--- config.mk ---
export PLATFORM = sky130hd
export DESIGN_NAME = backing_mem
export DESIGN_NICKNAME = d
export VERILOG_FILES = /design/src/rtl/backing_mem.sv
export SDC_FILE = /design/constraint.sdc
export NUM_CORES = 1
export LEC_CHECK = 0
export BUFFER_PORTS_ARGS = -buffer_cell sky130_fd_sc_hd__buf_2
export CORE_MARGIN = 1
export CORE_UTILIZATION = 55
export DETAILED_ROUTE_END_ITERATION = 10
export MAX_ROUTING_LAYER = met4
export PLACE_DENSITY = 0.69
export SLEW_MARGIN = 25
export SYNTH_ARGS = -nofsm -noshare
export SYNTH_HDL_FRONTEND = slang
export SYNTH_SLANG_ARGS = --single-unit
--- constraint.sdc ---
create_clock -name Clk -period 3.69 [get_ports Clk]
set_clock_uncertainty 0.2 [all_clocks]
set_input_delay 0.1845 -clock Clk [delete_from_list [all_inputs] [get_ports Clk]]
set_output_delay 0.1845 -clock Clk [all_outputs]
set_load 0.05 [all_outputs]
--- src/rtl/backing_mem.sv ---
// Byte-wide 64-entry main-memory model behind the cache, with a fixed access latency,
// single-outstanding request/ready handshake and saturating access counters.
module backing_mem #(
   parameter int unsigned LATENCY = 4
) (
   input  logic       Clk,
   input  logic       Reset,
   input  logic       MemReq,
   input  logic       MemRWB,
   input  logic [5:0] MemAddr,
   input  logic [7:0] MemWData,
   output logic [7:0] MemRData,
   output logic       MemReady,
   output logic       MemBusy,
   output logic [7:0] ReadCount,
   output logic [7:0] WriteCount
);

   typedef enum logic [1:0] {StIdle, StBusy, StDone} state_e;

   state_e      state_q, state_d;
   logic [3:0]  cnt_q, cnt_d;
   logic        rwb_q, rwb_d;
   logic [5:0]  addr_q, addr_d;
   logic [7:0]  wdata_q, wdata_d;
   logic [7:0]  rdata_q, rdata_d;
   logic [7:0]  rd_cnt_q, rd_cnt_d;
   logic [7:0]  wr_cnt_q, wr_cnt_d;
   logic        mem_we;
   logic [7:0]  mem_q [64];

   always_comb begin
      state_d  = state_q;
      cnt_d    = cnt_q;
      rwb_d    = rwb_q;
      addr_d   = addr_q;
      wdata_d  = wdata_q;
      rdata_d  = rdata_q;
      rd_cnt_d = rd_cnt_q;
      wr_cnt_d = wr_cnt_q;
      mem_we   = 1'b0;
      unique case (state_q)
         StIdle: begin
            if (MemReq) begin
               rwb_d   = MemRWB;
               addr_d  = MemAddr;
               wdata_d = MemWData;
               cnt_d   = 4'(LATENCY - 1);
               state_d = StBusy;
            end
         end
         StBusy: begin
            if (cnt_q != 4'd0) begin
               cnt_d = cnt_q - 4'd1;
            end else begin
               state_d = StDone;
               if (rwb_q) begin
                  rdata_d = mem_q[addr_q];
                  if (rd_cnt_q != 8'hFF) rd_cnt_d = rd_cnt_q + 8'd1;
               end else begin
                  mem_we = 1'b1;
                  if (wr_cnt_q != 8'hFF) wr_cnt_d = wr_cnt_q + 8'd1;
               end
            end
         end
         StDone: begin
            state_d = StIdle;
         end
         default: begin
            state_d = StIdle;
         end
      endcase
   end

   always_ff @(posedge Clk) begin
      if (!Reset) begin
         state_q  <= StIdle;
         cnt_q    <= 4'd0;
         rwb_q    <= 1'b1;
         addr_q   <= 6'd0;
         wdata_q  <= 8'd0;
         rdata_q  <= 8'd0;
         rd_cnt_q <= 8'd0;
         wr_cnt_q <= 8'd0;
         // Identity pattern gives benches a known value at every address.
         for (int i = 0; i < 64; i++) begin
            mem_q[i] <= 8'(i);
         end
      end else begin
         state_q  <= state_d;
         cnt_q    <= cnt_d;
         rwb_q    <= rwb_d;
         addr_q   <= addr_d;
         wdata_q  <= wdata_d;
         rdata_q  <= rdata_d;
         rd_cnt_q <= rd_cnt_d;
         wr_cnt_q <= wr_cnt_d;
         if (mem_we) mem_q[addr_q] <= wdata_q;
      end
   end

   // Outputs are decodes of registered state only; no input reaches them combinationally.
   assign MemRData   = rdata_q;
   assign MemReady   = (state_q == StDone);
   assign MemBusy    = (state_q != StIdle);
   assign ReadCount  = rd_cnt_q;
   assign WriteCount = wr_cnt_q;

endmodule

==> run_results.csv <==
group,metric,value,unit
critical_path,critPathArrivalTime,3.49,ns
route,drt_iter0_drc,2417,
yosys,synth_top_area_share,59.2,%
timing,setup_tns,0,ns
critical_path,crit_path_start_kind,"flip-flop",
yosys,synth_nets,2064,
yosys,syn-instance-count,2042,
yosys,yosys.area.top_type,"edfxtp_1",
global_route,grt_pass1_wl,111,mm
timing,max_freq,312,MHz
die,die-area,0.0481,mm^2
yosys,ys_ff_latch,557,
yosys,yosysWarnings,0,
global_route,antenna_found_initial,1,
critical_path,r2r-end,"MemRData[1]",
die,start_util,55.8,%
timing,slew_violations,0,
yosys,async_reset_ff_share,0,%
critical_path,cp.required,3.98,ns
global_route,grt_max_degree,66,
critical_path,critical_path.startpoint,"addr_q[1]",
global_route,track_usage,32.7,%
finish,drive_above_1_share,16.2,%
finish,finalInstanceArea,0.0291,mm^2
clock_tree,postCtsSetupBuffers,0,
die,rows,79,
status,outcome,"complete, no violations",
die,core_area,0.0466,mm^2
timing,period_share,86.8,%
route,num_vias,17700,
die,die_x,219,um
global_route,grt_pass1_vias,17000,
clock_tree,cts_sinks,557,
worst_hold_path,hold_depth,4,
route,totalWireLength,74.7,mm
finish,antenna_cells,0,
yosys,synth_area,0.0260,mm^2
route,ant_nets,0,
critical_path,cp-end-kind,"flip-flop",
yosys,yosysMostFrequentCell,"edfxtp_1",
timing,hold_viol,0,
critical_path,path_max_fanout,50,
clock_tree,cts_buffers,56,
power,p_total,14.2,mW
finish,area_delta_synth_final,12.0,%
timing,tightest_slew,1.00,ns
yosys,synthDistinctLibCells,67,
clock_tree,insertion_delay,0.62,ns
timing,max_slew_margin,33.2,%
critical_path,r2r-start,"addr_q[1]",
timing,rsz0062_at_grt,"false",
yosys,synth_seq_area_share,62.7,%
timing,fin_crit,3.20,ns
die,num_io_pins,44,
yosys,syn_avg_cell_area,12.7,um^2
route,drcViolationCount,0,
finish,nets,2099,
place,io_buffers,43,
place,gp_congestion,0.902,
power,powerDensity,490,mW/mm^2
power,power_leakage,9.32,nW
yosys,synthFlopType,"edfxtp_1",
place,postPlaceCellArea,0.0270,mm^2
critical_path,rr_worst_depth,7,
route,wl_per_cell,27.4,um
critical_path,path_class,"flip-flop to flip-flop",
route,first_pass_iters,6,
global_route,grt_remaining_overflow,0,
power,vdd_ir_drop_max,464,uV
yosys,ys_top_cells_by_count,"edfxtp_1, and2_1, or3_1",
yosys,synth_area_leaders,"edfxtp_1, and2_1, or3_1",
clock_tree,clk_path_buf_depth,3,
clock_tree,cts_tree,"done",
run,maxCapViolCount,0,
critical_path,crit_end,"MemRData[1]",
timing,setup_viol,0,
route,routed_via_density,6.50,
clock_tree,root_buffer,"clkbuf_16",
yosys,synth_edf_count,512,
worst_hold_path,worstHoldPathType,"input port to flip-flop",
place,dp_hpwl,46.4,mm
critical_path,ff2ff_setup_slack,0.49,ns
clock_tree,cts_max_level,2,
die,die_h,219,um
clock_tree,clk_pin_slew,0.07,ns
[critical path, stage by stage (launching register included)]
cell	delay, ns
dfxtp_4	0.54
buf_12	0.36
buf_4	0.38
mux4_2	0.38
mux2i_1	0.27
o22ai_1	0.21
a2111oi_2	0.54
a31oi_1	0.15
[worst min-delay path by stage]
| stage | start | to | slack, ns |
|---|---|---|---|
| 2_1_floorplan | MemRWB | rwb_q | 0.11 |
| 3_3_place_gp | MemRWB | rwb_q | 0.22 |
| 3_5_place_dp | MemRWB | rwb_q | 0.20 |
| 6_report | MemReq | wdata_q[6] | 0.03 |
| 5_1_grt | MemReq | wdata_q[6] | 0.08 |
| 4_1_cts | MemReq | wdata_q[6] | 0.008 |
[registers in the layout, indices dropped and copies added, names as in the netlist]
signal and count:
addr_q 6, mem_q 512, ReadCount 8, rwb_q 1
state_q 2, WriteCount 8, cnt_q 4, MemRData 8
wdata_q 8
[stage by stage]
step / hold slack (ns) / cells / setup WS (ns) / utilization [%]
floorplan: 0.109 / 2042 / 0.897 / -
global placement: 0.216 / 2609 / 0.614 / 58.1
detailed placement: 0.203 / 2609 / 0.603 / 58.1
CTS: 0.00753 / 2728 / 0.584 / 62.4
global route: 0.0830 / 2728 / 0.360 / 62.4
finish: 0.0321 / 2728 / 0.488 / 62.4
[cell type report]
cell class,count,area [um^2]
sequential,557,16300
inverter,7,26.3
tap,607,759
fill,3549,17500
multi-input combinational,1277,8780
clock inverter,39,395
clock buffer,63,1450
timing repair buffer,178,1330
[repair_timing]
action,in CTS,in global routing
hold buffers,17,0
hold endpoints to repair,16,0
resized for setup,0,0
[cell families (layout without fill, tap and decap cells)]
kind of cell    count (synthesis)  count (layout)  share of synthesized area [%]
xor+xnor                       15              15                          0.506
buf+inv                       208             287                           3.51
fa+ha+maj                       4               4                          0.193
simple gates                  782             782                           17.2
flops                         557             557                           62.7
mux                           153             153                           7.55
compound gates                323             323                           8.31
[cells in the final DEF, fill, tap and decap left out, types with 11 or more instances in the layout]
cell / instances
a21oi_1: 51
a221oi_1: 48
a22oi_1: 37
a31oi_1: 15
and2_1: 328
buf_2: 43
buf_4: 113
clkbuf_16: 57
clkinv_1: 15
clkinv_2: 13
dfxtp_1: 34
dfxtp_4: 11
dlygate4sd3_1: 17
edfxtp_1: 512
mux2_2: 32
mux2i_1: 89
mux4_2: 31
nand2_1: 70
nand2b_1: 19
nand3_1: 15
nor2_1: 108
o21ai_0: 97
o22ai_1: 18
or3_1: 181
xor2_1: 12
[power breakdown]
| part | internal (mW) | switching, mW | total (mW) | leakage (nW) |
|---|---|---|---|---|
| Clock | 3.37 | 2.45 | 5.82 | 0.907 |
| Sequential | 7.01 | 0.267 | 7.28 | 4.98 |
| Combinational | 0.387 | 0.743 | 1.13 | 3.43 |
[layer usage]
metal,GRT usage [%],share of wire (%),vias up
li1,-,-,7651
met1,44.5,39,8758
met2,49.5,46,1101
met3,5.23,10,219
met4,13.0,4.4,0
met5,-,0,-
Power figures use the tool's default switching activity.
